**src/rtl/fill_tracker_if.sv**
```systemverilog
`default_nettype none
// ============================================================================
// fill_tracker_if : bank / memory handshake bundle for the line-fill tracker
// Rev 1.0
// ============================================================================
interface fill_tracker_if #(
  parameter int LINE_ADDR_WIDTH = 26,
  parameter int LINE_SIZE       = 64,
  parameter int NUM_ENTRIES     = 4
);
  localparam int TAG_WIDTH  = $clog2(NUM_ENTRIES);
  localparam int CNT_WIDTH  = $clog2(NUM_ENTRIES + 1);
  localparam int DATA_WIDTH = 8 * LINE_SIZE;

  logic                       fill_req_valid;
  logic [LINE_ADDR_WIDTH-1:0] fill_req_addr;
  logic                       fill_req_ready;
  logic                       mem_req_valid;
  logic [LINE_ADDR_WIDTH-1:0] mem_req_addr;
  logic [TAG_WIDTH-1:0]       mem_req_tag;
  logic                       mem_req_ready;
  logic                       mem_rsp_valid;
  logic [TAG_WIDTH-1:0]       mem_rsp_tag;
  logic [DATA_WIDTH-1:0]      mem_rsp_data;
  logic                       mem_rsp_ready;
  logic                       fill_valid;
  logic [LINE_ADDR_WIDTH-1:0] fill_addr;
  logic [DATA_WIDTH-1:0]      fill_data;
  logic                       fill_ready;
  logic                       lookup_ready;
  logic [LINE_ADDR_WIDTH-1:0] lookup_addr;
  logic [CNT_WIDTH-1:0]       pending_count;

  // master = the tracker, slave = bank + memory environment
  modport master (
    input  fill_req_valid, fill_req_addr, mem_req_ready,
    input  mem_rsp_valid, mem_rsp_tag, mem_rsp_data, fill_ready,
    output fill_req_ready, mem_req_valid, mem_req_addr, mem_req_tag,
    output mem_rsp_ready, fill_valid, fill_addr, fill_data,
    output lookup_ready, lookup_addr, pending_count
  );

  modport slave (
    output fill_req_valid, fill_req_addr, mem_req_ready,
    output mem_rsp_valid, mem_rsp_tag, mem_rsp_data, fill_ready,
    input  fill_req_ready, mem_req_valid, mem_req_addr, mem_req_tag,
    input  mem_rsp_ready, fill_valid, fill_addr, fill_data,
    input  lookup_ready, lookup_addr, pending_count
  );
endinterface
`default_nettype wire

```
**src/rtl/fill_tracker.sv**
```systemverilog
`default_nettype none
// ============================================================================
// fill_tracker : per-bank line-fill tracker (merge, issue, tag-match, deliver)
// Rev 1.0
// ============================================================================
module fill_tracker #(
  parameter int LINE_ADDR_WIDTH = 26,
  parameter int LINE_SIZE       = 64,
  parameter int NUM_ENTRIES     = 4
) (
  input  wire logic          clk,
  input  wire logic          reset,
  fill_tracker_if.master     bus
);
  localparam int TAG_WIDTH  = $clog2(NUM_ENTRIES);
  localparam int CNT_WIDTH  = $clog2(NUM_ENTRIES + 1);
  localparam int DATA_WIDTH = 8 * LINE_SIZE;

  typedef enum logic [1:0] {
    ST_FREE     = 2'd0,
    ST_WAIT     = 2'd1,
    ST_INFLIGHT = 2'd2,
    ST_FILLED   = 2'd3
  } state_t;

  state_t                     r_state [NUM_ENTRIES];
  logic [LINE_ADDR_WIDTH-1:0] r_addr  [NUM_ENTRIES];
  logic                       r_lock_valid;
  logic [TAG_WIDTH-1:0]       r_lock_idx;
  logic                       r_fill_valid;
  logic [LINE_ADDR_WIDTH-1:0] r_fill_addr;
  logic [DATA_WIDTH-1:0]      r_fill_data;
  logic [TAG_WIDTH-1:0]       r_fill_idx;
  logic [CNT_WIDTH-1:0]       r_pending;

  logic                 w_hit;
  logic                 w_free_any;
  logic [TAG_WIDTH-1:0] w_free_idx;
  logic                 w_wait_any;
  logic [TAG_WIDTH-1:0] w_wait_idx;
  logic [TAG_WIDTH-1:0] w_sel_idx;
  logic                 w_mreq_valid;
  logic                 w_mreq_fire;
  logic                 w_alloc;
  logic                 w_rsp_ready;
  logic                 w_rsp_fire;
  logic                 w_rsp_hit;
  logic                 w_fill_fire;

  // Descending scan so the lowest matching index wins the last write.
  always_comb begin
    w_hit      = 1'b0;
    w_free_any = 1'b0;
    w_free_idx = '0;
    w_wait_any = 1'b0;
    w_wait_idx = '0;
    for (int i = NUM_ENTRIES - 1; i >= 0; i--) begin
      if (r_state[i] == ST_FREE) begin
        w_free_any = 1'b1;
        w_free_idx = TAG_WIDTH'(i);
      end
      if (r_state[i] == ST_WAIT) begin
        w_wait_any = 1'b1;
        w_wait_idx = TAG_WIDTH'(i);
      end
      if (((r_state[i] == ST_WAIT) || (r_state[i] == ST_INFLIGHT)) &&
          (r_addr[i] == bus.fill_req_addr)) begin
        w_hit = 1'b1;
      end
    end
  end

  // A stalled request stays locked to its entry so a newly allocated
  // lower-index WAIT entry cannot swap the address under the memory port.
  assign w_sel_idx    = r_lock_valid ? r_lock_idx : w_wait_idx;
  assign w_mreq_valid = r_lock_valid | w_wait_any;
  assign w_mreq_fire  = w_mreq_valid & bus.mem_req_ready;
  assign w_alloc      = bus.fill_req_valid & ~w_hit & w_free_any;
  assign w_rsp_ready  = ~r_fill_valid | bus.fill_ready;
  assign w_rsp_fire   = bus.mem_rsp_valid & w_rsp_ready;
  assign w_rsp_hit    = w_rsp_fire & (r_state[bus.mem_rsp_tag] == ST_INFLIGHT);
  assign w_fill_fire  = r_fill_valid & bus.fill_ready;

  always_ff @(posedge clk or negedge reset) begin
    if (!reset) begin
      for (int i = 0; i < NUM_ENTRIES; i++) begin
        r_state[i] <= ST_FREE;
        r_addr[i]  <= '0;
      end
      r_lock_valid <= 1'b0;
      r_lock_idx   <= '0;
      r_fill_valid <= 1'b0;
      r_fill_addr  <= '0;
      r_fill_data  <= '0;
      r_fill_idx   <= '0;
      r_pending    <= '0;
    end else begin
      // The four updates always target entries in distinct states.
      if (w_alloc) begin
        r_state[w_free_idx] <= ST_WAIT;
        r_addr[w_free_idx]  <= bus.fill_req_addr;
      end
      if (w_mreq_fire) begin
        r_state[w_sel_idx] <= ST_INFLIGHT;
      end
      if (w_rsp_hit) begin
        r_state[bus.mem_rsp_tag] <= ST_FILLED;
      end
      if (w_fill_fire) begin
        r_state[r_fill_idx] <= ST_FREE;
      end

      if (w_mreq_fire) begin
        r_lock_valid <= 1'b0;
      end else if (w_mreq_valid) begin
        r_lock_valid <= 1'b1;
        r_lock_idx   <= w_sel_idx;
      end

      if (w_rsp_hit) begin
        r_fill_valid <= 1'b1;
        r_fill_addr  <= r_addr[bus.mem_rsp_tag];
        r_fill_data  <= bus.mem_rsp_data;
        r_fill_idx   <= bus.mem_rsp_tag;
      end else if (w_fill_fire) begin
        r_fill_valid <= 1'b0;
      end

      case ({w_alloc, w_fill_fire})
        2'b10:   r_pending <= r_pending + CNT_WIDTH'(1);
        2'b01:   r_pending <= r_pending - CNT_WIDTH'(1);
        default: r_pending <= r_pending;
      endcase
    end
  end

  assign bus.fill_req_ready = w_hit | w_free_any;
  assign bus.mem_req_valid  = w_mreq_valid;
  assign bus.mem_req_addr   = w_mreq_valid ? r_addr[w_sel_idx] : '0;
  assign bus.mem_req_tag    = w_mreq_valid ? w_sel_idx : '0;
  assign bus.mem_rsp_ready  = w_rsp_ready;
  assign bus.fill_valid     = r_fill_valid;
  assign bus.fill_addr      = r_fill_addr;
  assign bus.fill_data      = r_fill_data;
  assign bus.lookup_ready   = w_fill_fire;
  assign bus.lookup_addr    = r_fill_addr;
  assign bus.pending_count  = r_pending;

`ifndef SYNTHESIS
  a_rsp_tag_inflight: assert property (@(posedge clk) disable iff (!reset)
    w_rsp_fire |-> (r_state[bus.mem_rsp_tag] == ST_INFLIGHT))
    else $error("fill_tracker: response for tag %0d which is not in flight", bus.mem_rsp_tag);
`endif

endmodule
`default_nettype wire

```
**src/flat_wrapper.sv**
```systemverilog
// flat-port wrapper written by rule: the top's interface ports become plain ports
module fill_tracker_flat 
#(
  parameter int LINE_ADDR_WIDTH = 26,
  parameter int LINE_SIZE       = 64,
  parameter int NUM_ENTRIES     = 4
)
  (clk, reset, bus_fill_req_valid, bus_fill_req_addr, bus_mem_req_ready, bus_mem_rsp_valid, bus_mem_rsp_tag, bus_mem_rsp_data, bus_fill_ready, bus_fill_req_ready, bus_mem_req_valid, bus_mem_req_addr, bus_mem_req_tag, bus_mem_rsp_ready, bus_fill_valid, bus_fill_addr, bus_fill_data, bus_lookup_ready, bus_lookup_addr, bus_pending_count);
  fill_tracker_if #(.LINE_ADDR_WIDTH(LINE_ADDR_WIDTH), .LINE_SIZE(LINE_SIZE), .NUM_ENTRIES(NUM_ENTRIES)) bus_i ();
  input  wire logic clk;
  input  wire logic reset;
  input wire logic [$bits(bus_i.fill_req_valid)-1:0] bus_fill_req_valid;
  input wire logic [$bits(bus_i.fill_req_addr)-1:0] bus_fill_req_addr;
  input wire logic [$bits(bus_i.mem_req_ready)-1:0] bus_mem_req_ready;
  input wire logic [$bits(bus_i.mem_rsp_valid)-1:0] bus_mem_rsp_valid;
  input wire logic [$bits(bus_i.mem_rsp_tag)-1:0] bus_mem_rsp_tag;
  input wire logic [$bits(bus_i.mem_rsp_data)-1:0] bus_mem_rsp_data;
  input wire logic [$bits(bus_i.fill_ready)-1:0] bus_fill_ready;
  output wire logic [$bits(bus_i.fill_req_ready)-1:0] bus_fill_req_ready;
  output wire logic [$bits(bus_i.mem_req_valid)-1:0] bus_mem_req_valid;
  output wire logic [$bits(bus_i.mem_req_addr)-1:0] bus_mem_req_addr;
  output wire logic [$bits(bus_i.mem_req_tag)-1:0] bus_mem_req_tag;
  output wire logic [$bits(bus_i.mem_rsp_ready)-1:0] bus_mem_rsp_ready;
  output wire logic [$bits(bus_i.fill_valid)-1:0] bus_fill_valid;
  output wire logic [$bits(bus_i.fill_addr)-1:0] bus_fill_addr;
  output wire logic [$bits(bus_i.fill_data)-1:0] bus_fill_data;
  output wire logic [$bits(bus_i.lookup_ready)-1:0] bus_lookup_ready;
  output wire logic [$bits(bus_i.lookup_addr)-1:0] bus_lookup_addr;
  output wire logic [$bits(bus_i.pending_count)-1:0] bus_pending_count;
  assign bus_i.fill_req_valid = bus_fill_req_valid;
  assign bus_i.fill_req_addr = bus_fill_req_addr;
  assign bus_i.mem_req_ready = bus_mem_req_ready;
  assign bus_i.mem_rsp_valid = bus_mem_rsp_valid;
  assign bus_i.mem_rsp_tag = bus_mem_rsp_tag;
  assign bus_i.mem_rsp_data = bus_mem_rsp_data;
  assign bus_i.fill_ready = bus_fill_ready;
  assign bus_fill_req_ready = bus_i.fill_req_ready;
  assign bus_mem_req_valid = bus_i.mem_req_valid;
  assign bus_mem_req_addr = bus_i.mem_req_addr;
  assign bus_mem_req_tag = bus_i.mem_req_tag;
  assign bus_mem_rsp_ready = bus_i.mem_rsp_ready;
  assign bus_fill_valid = bus_i.fill_valid;
  assign bus_fill_addr = bus_i.fill_addr;
  assign bus_fill_data = bus_i.fill_data;
  assign bus_lookup_ready = bus_i.lookup_ready;
  assign bus_lookup_addr = bus_i.lookup_addr;
  assign bus_pending_count = bus_i.pending_count;
  fill_tracker #(.LINE_ADDR_WIDTH(LINE_ADDR_WIDTH), .LINE_SIZE(LINE_SIZE), .NUM_ENTRIES(NUM_ENTRIES)) u_core (.clk(clk), .reset(reset), .bus(bus_i));
endmodule
```
**config.mk**
```make
export PLATFORM = sky130hd
export DESIGN_NAME = fill_tracker_flat
export DESIGN_NICKNAME = d
export VERILOG_FILES = /design/src/rtl/fill_tracker_if.sv /design/src/rtl/fill_tracker.sv /design/src/flat_wrapper.sv
export SDC_FILE = /design/constraint.sdc
export NUM_CORES = 1
export LEC_CHECK = 0
export CELL_PAD_IN_SITES_DETAIL_PLACEMENT = 1
export CELL_PAD_IN_SITES_GLOBAL_PLACEMENT = 1
export CORE_AREA = 3 3 441 443
export CTS_BUF_LIST = sky130_fd_sc_hd__clkbuf_4
export DETAILED_ROUTE_END_ITERATION = 8
export DIE_AREA = 0 0 444 446
export GPL_ROUTABILITY_DRIVEN = 0
export HOLD_SLACK_MARGIN = 0.02
export PLACE_DENSITY = 0.43
export SLEW_MARGIN = 20
export SYNTH_ARGS = -nofsm -noshare
export SYNTH_HDL_FRONTEND = slang
export SYNTH_SLANG_ARGS = --single-unit
```
**constraint.sdc**
```tcl
create_clock -name clk -period 2.5 [get_ports clk]
set_input_delay 0.25 -clock clk [delete_from_list [all_inputs] [get_ports clk]]
set_output_delay 0.25 -clock clk [all_outputs]
set_load 0.01 [all_outputs]
```
Word-level counts from Yosys, hierarchy flattened
Cells that the tools add are included.
{ "totals": {"memories": 0, "mem_bits_ro": 0, "regBits": 659, "latchBits": 0, "ram_bits": 0, "elab_cells": 137} }
{ "classes": {"n_bitwise": 25, "reduce_logical": 20, "n_div": 0, "addsub": 2, "shift": 0, "eq_ne": 15, "mux": 52, "multipliers": 0, "magnitude_cmp": 8} }
{ "ops": {"columns": ["op", "count"], "rows": [
  ["$mux W26", 6],
  ["$bmux W26 S2", 2],
  ["$bwmux W104", 1],
  ["$eq A26 B26 Y1", 4],
  ["$demux W26 S2", 1],
  ["$mux W2", 16],
  ["$mux W8", 4],
  ["$demux W2 S2", 4],
  ["$mux W1", 16],
  ["$eq A2 B2 Y1 const B", 6],
  ["$ge A3 B3 Y1 const B", 4],
  ["$lt A3 B1 Y1 const B", 4],
  ["$not A2 Y3", 4],
  ["$eq A2 B1 Y1 const B", 5],
  ["$and A4 B4 Y4", 2],
  ["$and A8 B8 Y8", 1],
  ["$logic_and A1 B1 Y1", 8],
  ["$logic_not A2 Y1", 4],
  ["$not A4 Y4", 2],
  ["$not A8 Y8", 1],
  ["$or A4 B4 Y4", 2],
  ["$or A8 B8 Y8", 1],
  ["$and A1 B1 Y1", 6],
  ["$pmux W3 S2", 1],
  ["8 further kinds", 17]
]} }

Depth between registers and ports, before layout
Gate-level depths: netlist of the first run.
{ "depth": {"word_depth": 19, "ltp_mapped": 13, "depth_no_buf": 13} }

Worst setup path before layout of the first run
Ideal clock, no wire load.
{ "synth_path": {"path_type": "reg-to-reg", "from": "register u_core.r_addr[71] (netlist name)", "to": "register u_core.r_pending[2] (netlist: u_core.bus.pending_count[2])", "path_buffers": 0, "period_less_slack_ns": 2.762, "stages_incl_launch_ff": 13, "required_time_ns": 2.421, "path_slack_ns": -0.262, "t_arrival_ns": 2.683, "setup_ns": 0.079, "path_cell_list": "dfrtp_1 -> xor2_1 -> a2111o_1 -> nor4_4 -> nand3_4 -> and2_2 -> nand4_1 -> ha_1 -> inv_1 -> fa_1 -> xor2_1 -> nor2_1 -> xor2_1"} }
{ "synth_between": {"elab_chain_len": 9} }
{ "synth_rtl": {"columns": ["element", "line_no", "source"], "rows": [
  ["from (decl)", "fill_tracker.sv:27", "logic [LINE_ADDR_WIDTH-1:0] r_addr [NUM_ENTRIES];"],
  ["from (signal, indexed assignment)", "fill_tracker.sv:101", "r_addr[w_free_idx] <= bus.fill_req_addr;"],
  ["$eq A26 B26 Y1 (*)", "fill_tracker.sv:67", "(r_addr[i] == bus.fill_req_addr)) begin"],
  ["$logic_and A1 B1 Y1 (*)", "fill_tracker.sv:66", "if (((r_state[i] == ST_WAIT) || (r_state[i] == ST_INFLIGHT)) &&"],
  ["$mux W1 (*) (2 in a row)", "fill_tracker.sv:66", null],
  ["$not A1 Y1 (*)", "fill_tracker.sv:78", "assign w_alloc = bus.fill_req_valid & ~w_hit & w_free_any;"],
  ["$and A1 B1 Y1 (*) (2 in a row)", "fill_tracker.sv:78", null],
  ["$eq A2 B1 Y1 / $eq A2 B2 Y1 (equally long branches)", "fill_tracker.sv:129", "case ({w_alloc, w_fill_fire})"],
  ["$pmux W3 S2 / $reduce_bool A2 Y1 (equally long branches)", null, null],
  ["to (signal assigned)", "fill_tracker.sv:130", "2'b10: r_pending <= r_pending + CNT_WIDTH'(1);"],
  ["to (signal assigned)", "fill_tracker.sv:131", "2'b01: r_pending <= r_pending - CNT_WIDTH'(1);"],
  ["to (signal assigned)", "fill_tracker.sv:132", "default: r_pending <= r_pending;"],
  ["to (decl)", "fill_tracker.sv:34", "logic [CNT_WIDTH-1:0] r_pending;"]
]} }
Every way passes the cells marked *; elsewhere a longest branch is shown, timed or not.
A chain may end at the register's enable or synchronous reset.

Final worst setup path of the first run
{ "layout_path": {"from": "register u_core.r_state[3] (netlist name)", "to": "output port bus_mem_req_addr[9]"} }
{ "layout_between": {"elab_chain_len": 10} }
{ "layout_rtl": {"columns": ["element", "line_no", "source"], "rows": [
  ["from (decl)", "fill_tracker.sv:26", "state_t r_state [NUM_ENTRIES];"],
  ["from (signal, indexed assignment)", "fill_tracker.sv:87", "r_state[i] <= ST_FREE;"],
  ["from (signal, indexed assignment)", "fill_tracker.sv:100", "r_state[w_free_idx] <= ST_WAIT;"],
  ["from (signal, indexed assignment)", "fill_tracker.sv:104", "r_state[w_sel_idx] <= ST_INFLIGHT;"],
  ["$eq A2 B1 Y1 (*)", "fill_tracker.sv:62", "if (r_state[i] == ST_WAIT) begin"],
  ["$mux W2 (3 in a row)", "fill_tracker.sv:62", null],
  ["$mux W2", "fill_tracker.sv:75", "assign w_sel_idx = r_lock_valid ? r_lock_idx : w_wait_idx;"],
  ["$not A2 Y3 (not written as such)", "fill_tracker.sv:139", "assign bus.mem_req_addr = w_mreq_valid ? r_addr[w_sel_idx] : '0;"],
  ["$bmux W26 S2", "fill_tracker.sv:139", null],
  ["$mux W26 (not written as such) (2 in a row)", "fill_tracker.sv:139", null],
  ["$mux W26 (*)", "fill_tracker.sv:139", null],
  ["to (decl)", "flat_wrapper.sv:21", "output wire logic [$bits(bus_i.mem_req_addr)-1:0] bus_mem_req_addr;"]
]} }
Every way passes the cells marked *; elsewhere a longest branch is shown, timed or not. The select of a mux whose other input is x is not followed.

==> flow_summary.ini, run 1 <==
[yosys]
synth_seq_cells = 659
yosysUniqueCellTypes = 54
synth-edff-count = 0
synth_top_flop_cell = dfrtp_1
postSynthCellCount = 1766
yosys_warnings = 0
synthAdderAreaFrac = 0.00470
synth_compound_gate_area_share = 0.00793
postSynthAreaPerCell_um2 = 16.0
synth-simple-area-share = 0.0271
synth_largest_area_cell = dfrtp_1
synth_top_area_frac = 0.584
yosysSeqAreaShare = 0.584
synthMuxAreaShare = 0.308
synth-xor-area-share = 0.0323
syn_area_um2 = 28200
async_reset_ff_frac = 1.00
ys_top_cells_by_area = dfrtp_1 58%, mux2_2 23%, mux4_2 4.1%, mux2_4 3.8%, xnor2_1 2.7%
synth_nets = 2322
synth_top_family_by_area = multiplexers

[final_layout]
layout.cells.non_filler = 6907
area_growth_pct = 104
drive_above_1_share = 0.372
fillers = 20800
multi_input_area_um2 = 11300
nets = 4785
ff_latch_area_um2 = 16500

[setup_path]
cp.arrival_ps = 3320
regToRegSetupSlack_ps = -400
required_ps = 2250
endpoint_kind = output pin
worstSetupStartpointType = flip-flop
worstSetupPathType = reg -> out
cp_max_fo = 8

[detailed_routing]
dr.pass1.iters = 5
via_count = 26000
drc = 0
wl_per_cell_um = 26.4
routed_wl_mm = 182
via_per_inst = 3.76
ant_nets = 0
initialDrtViolationCount = 1156

[floorplan]
start_util = 0.148
die_h_um = 446
core-area_um2 = 190000
fp.dieArea_um2 = 198000
ios = 1146
rows = 160
die_w_um = 444

[sta]
relSlewSlack = 0.571
finClkSkew_ps = 133
setup_ws_ps = -1070
hold_viol_final = 0
hold_ws_ps = 230
rsz0062_at_grt = true
setup_violations = 144
fmax_mhz = 280
worstMarginPinSlew_ps = 644
drv_slew = 0
period_share = 1.43
timing.final.crit_period_ps = 3570

[clocking]
cts_buffers = 213
path_clk_slew_ps = 60
cts_tree = yes
htree_num_levels = 4
insertion_delay_ps = 1310
cts_buffer_depth = 3
cts_root_buffer = clkbuf_4
clkSinkCount = 659

[global_route]
grt_first_pass_wirelength_mm = 241
first_global_vias = 28400
antenna_found_initial = 69
grt_start_max_net_pins = 72
grt_use_total = 0.175
overflow = 0

[power]
p_leak_uw = 0.0248
peakVddDrop_mv = 0.400
cellPowerDensity_nw_per_um2 = 1160

[placement]
dp_hpwl_mm = 140
dpl.cell_count = 5559
portBuffers = 1145

[run_status]
violations = negative setup slack
outcome = finished with violations

[flow_run]
drv_cap = 0

[worst_hold_path]
hp-class = in -> async
[where the power goes]
part           leakage, µW  switching [µW]  internal (µW)
Sequential         0.00776            4220          16200
Combinational       0.0154           16000          18700
Clock              0.00159            5690           5930
[synth_stat cells, types with 8 or more instances]
cell	count
inv_1	19
clkbuf_1	16
and2_1	27
xnor2_1	86
ha_1	9
mux4_2	52
buf_12	8
buf_4	28
nand2_1	9
xor2_1	18
nor4_1	8
nand4_1	24
mux2_4	72
mux2_2	572
nor2_1	8
buf_2	71
buf_6	11
dfrtp_1	659
[path summary, 6_finish.rpt]
kind	start	endpoint	depth (start not counted)
max reg2reg	u_core.r_state[0]$_DFF_PN0_	u_core.bus.pending_count[2]$_DFFE_PN0P_	15
max in group asynchronous	reset	u_core.r_state[6]$_DFF_PN0_	5
min in group clk	bus_mem_rsp_data[370]	u_core.bus.fill_data[370]$_DFFE_PN0P_	3
min reg2reg	u_core.bus.fill_data[23]$_DFFE_PN0P_	u_core.bus.fill_data[23]$_DFFE_PN0P_	1
min	reset	u_core.r_addr[55]$_DFFE_PN0P_	4
max	u_core.r_state[3]$_DFF_PN0_	bus_mem_req_addr[9]	10
[what timing repair did]
item,4_1_cts,5_1_grt
gates resized for setup,1191,112
hold endpoints to repair,1317,0
pin swaps,28,25
endpoints found under the setup margin,699,269
buffers inserted,29,22
cloned,3,17
hold buffers,908,0
[kinds of logic (layout without fill, tap and decap cells)]
logic type / count (synthesis) / in the layout
other: 0 / 29
AO/OA/AOI/OAI: 29 / 29
buffers and inverters: 156 / 2757
adder cells (fa/ha/maj): 10 / 10
multiplexers: 696 / 696
XOR/XNOR: 104 / 104
AND/OR/NAND/NOR: 112 / 112
flip-flops: 659 / 659
[metrics by stage]
stage	setup slack (ps)	cell area (µm²)	power, µW	util	TNS [ps]
5_1_grt	-1340	57500	70400	0.302	-62340
4_1_cts	-1380	56500	66700	0.297	-42190
6_report	-1070	57500	66600	0.302	-48890
3_5_place_dp	-855	44600	54600	0.234	-102910
3_3_place_gp	-878	44600	54600	0.234	-96880
2_1_floorplan	-104	28200	32400	-	-104
[flip-flops by register name (all words and copies together), names as in the netlist]
name / count
u_core.bus.fill_data: 512
u_core.r_addr: 104
u_core.bus.fill_addr: 26
u_core.r_state: 8
u_core.bus.pending_count: 3
u_core.r_fill_idx: 2
u_core.r_lock_idx: 2
u_core.bus.fill_valid: 1
u_core.r_lock_valid: 1
[layer usage]
layer	routed length (µm)	vias to the layer above	GRT usage
li1	-	11400	-
met3	12500	329	0.0567
met4	5380	12	0.0580
met5	86	-	0
met1	71800	13200	0.202
met2	92300	1045	0.306
[cell usage in the layout, fill, tap and decap left out, types with 12 or more instances in the layout]
master	synthesis	final
mux2_4	72	109
and2_4	0	27
clkbuf_4	0	315
dfrtp_1	659	634
clkdlybuf4s15_1	0	47
dlygate4sd3_1	0	907
nand4_1	24	24
xor2_1	18	18
xnor2_2	0	12
diode_2	0	29
clkbuf_16	0	16
clkinv_1	0	19
buf_2	71	34
dlygate4sd2_1	0	405
mux4_2	52	52
mux2_2	572	535
buf_12	8	48
buf_4	28	223
clkdlybuf4s15_2	0	83
dfrtp_2	0	25
buf_6	11	62
clkdlybuf4s50_1	0	542
xnor2_1	86	74
[area by class of cell]
type / count / share of cell area
flip-flops and latches: 659 / 0.287
repair buffers: 2385 / 0.413
well taps: 2511 / 0.0546
clock inverters: 38 / 0.00500
multi-input cells: 951 / 0.197
diodes: 29 / 0.00126
inverters: 19 / 0.00152
clock buffers: 315 / 0.0411
[worst max-delay path: stages (launching register included)]
cell and delay, ps:
dfrtp_1 410, inv_2 90, ha_4 130, inv_2 30
a21oi_2 130, o31a_4 190, buf_12 140, buf_12 140
mux4_2 550, and2_4 170, buf_6 120
Power figures use the tool's default switching activity.
==> run 2: changes to the inputs <==
--- a/config.mk
+++ b/config.mk
@@ -11,7 +11,7 @@
 export CTS_BUF_LIST = sky130_fd_sc_hd__clkbuf_4
 export DETAILED_ROUTE_END_ITERATION = 8
 export DIE_AREA = 0 0 444 446
-export GPL_ROUTABILITY_DRIVEN = 0
+export GPL_ROUTABILITY_DRIVEN = 1
 export HOLD_SLACK_MARGIN = 0.02
 export PLACE_DENSITY = 0.43
 export SLEW_MARGIN = 20
==> results of run 2 <==
The final DEF is identical to that of run 1; final timing and power are the same.
==> run 3: changes to the inputs <==
--- a/config.mk
+++ b/config.mk
@@ -12,7 +12,6 @@
 export DETAILED_ROUTE_END_ITERATION = 8
 export DIE_AREA = 0 0 444 446
 export GPL_ROUTABILITY_DRIVEN = 1
-export HOLD_SLACK_MARGIN = 0.02
 export PLACE_DENSITY = 0.43
 export SLEW_MARGIN = 20
 export SYNTH_ARGS = -nofsm -noshare
==> run 3 against run 2 <==
Net effect: the run still ends with negative setup slack left; sequential share of layout area up 0.16 points; power about the same; die area unchanged; count of clock-buffer cells in the layout unchanged; fmax about the same; critical path depth unchanged; wire length about the same; first-iteration DRC count down 5.9%; hold slack worse by 26 ps; clock power about the same.
==> flow_summary.ini, run 3 (synthesized netlist as in run 1, its figures left out) <==
[detailed_routing]
ant_nets = 0
initialDrtViolationCount = 1088
dr.pass1.iters = 5
drc = 0
wl_per_cell_um = 26.5
routed_wl_mm = 182
via_count = 25900
via_per_inst = 3.76

[floorplan]
ios = 1146
core-area_um2 = 190000
fp.dieArea_um2 = 198000
rows = 160
start_util = 0.148
die_h_um = 446
die_w_um = 444

[setup_path]
regToRegSetupSlack_ps = -410
reg2reg_to = u_core.bus.pending_count[2]$_DFFE_PN0P_
required_ps = 2250
worstRegToRegCells = 15
worstSetupStartpointType = flip-flop
cpPeakStageDelay_ps = 550
endpoint_kind = output pin
worstSetupPathType = reg -> out
reg2reg_from = u_core.r_state[0]$_DFF_PN0_
critical-path-slowest-cell = mux4_2
cp_max_fo = 8
cp.arrival_ps = 3320
cp_cell_sequence = inv_2 > ha_4 > inv_2 > a21oi_2 > o31a_4 > buf_12 > buf_12 > mux4_2 > and2_4 > buf_6

[clocking]
path_clk_slew_ps = 60
cts_buffer_depth = 3
cts_tree = yes
cts_root_buffer = clkbuf_4
htree_num_levels = 4
cts_buffers = 213
clkSinkCount = 659
insertion_delay_ps = 1300

[sta]
timing.final.crit_period_ps = 3570
hold_viol_final = 0
drv_slew = 0
relSlewSlack = 0.566
worstMarginPinSlew_ps = 651
rsz0062_at_grt = true
setup_violations = 144
setup_ws_ps = -1070
finClkSkew_ps = 118
period_share = 1.43
fmax_mhz = 280
hold_ws_ps = 204

[global_route]
grt_start_max_net_pins = 72
overflow = 0
grt_use_total = 0.175
first_global_vias = 28300
grt_first_pass_wirelength_mm = 241
antenna_found_initial = 72

[power]
finalPower_uw = 66700
cellPowerDensity_nw_per_um2 = 1170
peakVddDrop_mv = 0.463
p_leak_uw = 0.0247

[final_layout]
largest_reg_flops = 512
drive_above_1_share = 0.375
layout_common_cells = 871 x dlygate4sd3_1, 634 x dfrtp_1, 542 x clkdlybuf4s50_1
multi_input_area_um2 = 11400
fillers = 20800
fin_util = 0.300
final_common_cell = dlygate4sd3_1
nets = 4746
area_growth_pct = 103
finalInstanceArea_um2 = 57200
ff_latch_area_um2 = 16500

[flow_run]
drv_cap = 0

[worst_hold_path]
min_path_cells = 3
min-delay-start = bus_mem_rsp_data[256]
hp-class = in -> reg
holdPathEnd = u_core.bus.fill_data[256]$_DFFE_PN0P_

[run_status]
outcome = finished with violations
violations = negative setup slack

[placement]
place_congestion = 0.887
dp_slack_ps = -855
dp_hpwl_mm = 140
portBuffers = 1145
postPlaceCellArea_um2 = 44600
==> run 3: cell count changes in the layout (fill, tap and decap cells not counted), sizes merged <==
cell and delta:
inv +1, buf -6, diode +3, clkinv -1, clkbuf +3, dlygate4sd3 -36
==> run 3: metrics by stage <==
step	std cells	TNS (ps)
finish	6871	-48710
global route	6861	-64720
CTS	6813	-42190
detailed placement	5559	-102910
global placement	5559	-96880
floorplan	1766	-104
==> run 3: layer usage <==
layer | up-vias | wire (µm) | GRT usage
li1 | 11300 | - | -
met2 | 1035 | 91900 | 0.304
met4 | 10 | 5820 | 0.0606
met1 | 13200 | 72100 | 0.202
met3 | 319 | 12300 | 0.0557
met5 | - | 67 | 0
==> run 3: worst max path at each step <==
stage | cells past startpoint | to | slack (ps) | from
3_5_place_dp | 15 | u_core.bus.pending_count[2]$_DFFE_PN0P_ | -860 | bus_fill_req_addr[17]
5_1_grt | 10 | bus_mem_req_addr[9] | -1350 | u_core.r_state[3]$_DFF_PN0_
4_1_cts | 10 | bus_mem_req_addr[0] | -1380 | u_core.r_state[3]$_DFF_PN0_
6_report | 10 | bus_mem_req_addr[9] | -1070 | u_core.r_state[3]$_DFF_PN0_
2_1_floorplan | 13 | u_core.bus.pending_count[2]$_DFFE_PN0P_ | -100 | bus_fill_req_addr[15]
3_3_place_gp | 15 | u_core.bus.pending_count[2]$_DFFE_PN0P_ | -880 | bus_fill_req_addr[17]
==> run 3: area by class of cell <==
class,instances,area share
timing repair buffer,2346,0.408
sequential,659,0.289
multi-input combinational,951,0.199
tap,2511,0.0549
clock buffer,315,0.0413
clock inverter,38,0.00503
inverter,19,0.00153
antenna,32,0.00140
==> run 3: power breakdown <==
| group | switching [µW] | leakage, µW | total, µW | internal, µW |
|---|---|---|---|---|
| Clock | 5680 | 0.00159 | 11600 | 5930 |
| Combinational | 16000 | 0.0153 | 34600 | 18700 |
| Sequential | 4230 | 0.00776 | 20400 | 16200 |
| Total | 25900 | 0.0247 | 66700 | 40800 |
==> run 3: what timing repair did <==
action                     4_1_cts  5_1_grt
resized for setup             1191      126
hold buffers                   872        0
setup endpoints to repair      699      260
cloned                           3       18
hold endpoints to repair      1317        0
pin swaps                       28       25
setup buffers                   29       18
==> run 3: critical path: cells and delay by family (launching register included) <==
kind	cells	cell delay [ps]
adder cells (fa/ha/maj)	1	130
multiplexers	1	550
buffers and inverters	5	520
AO/OA/AOI/OAI	2	320
flip-flops	1	410
AND/OR/NAND/NOR	1	170
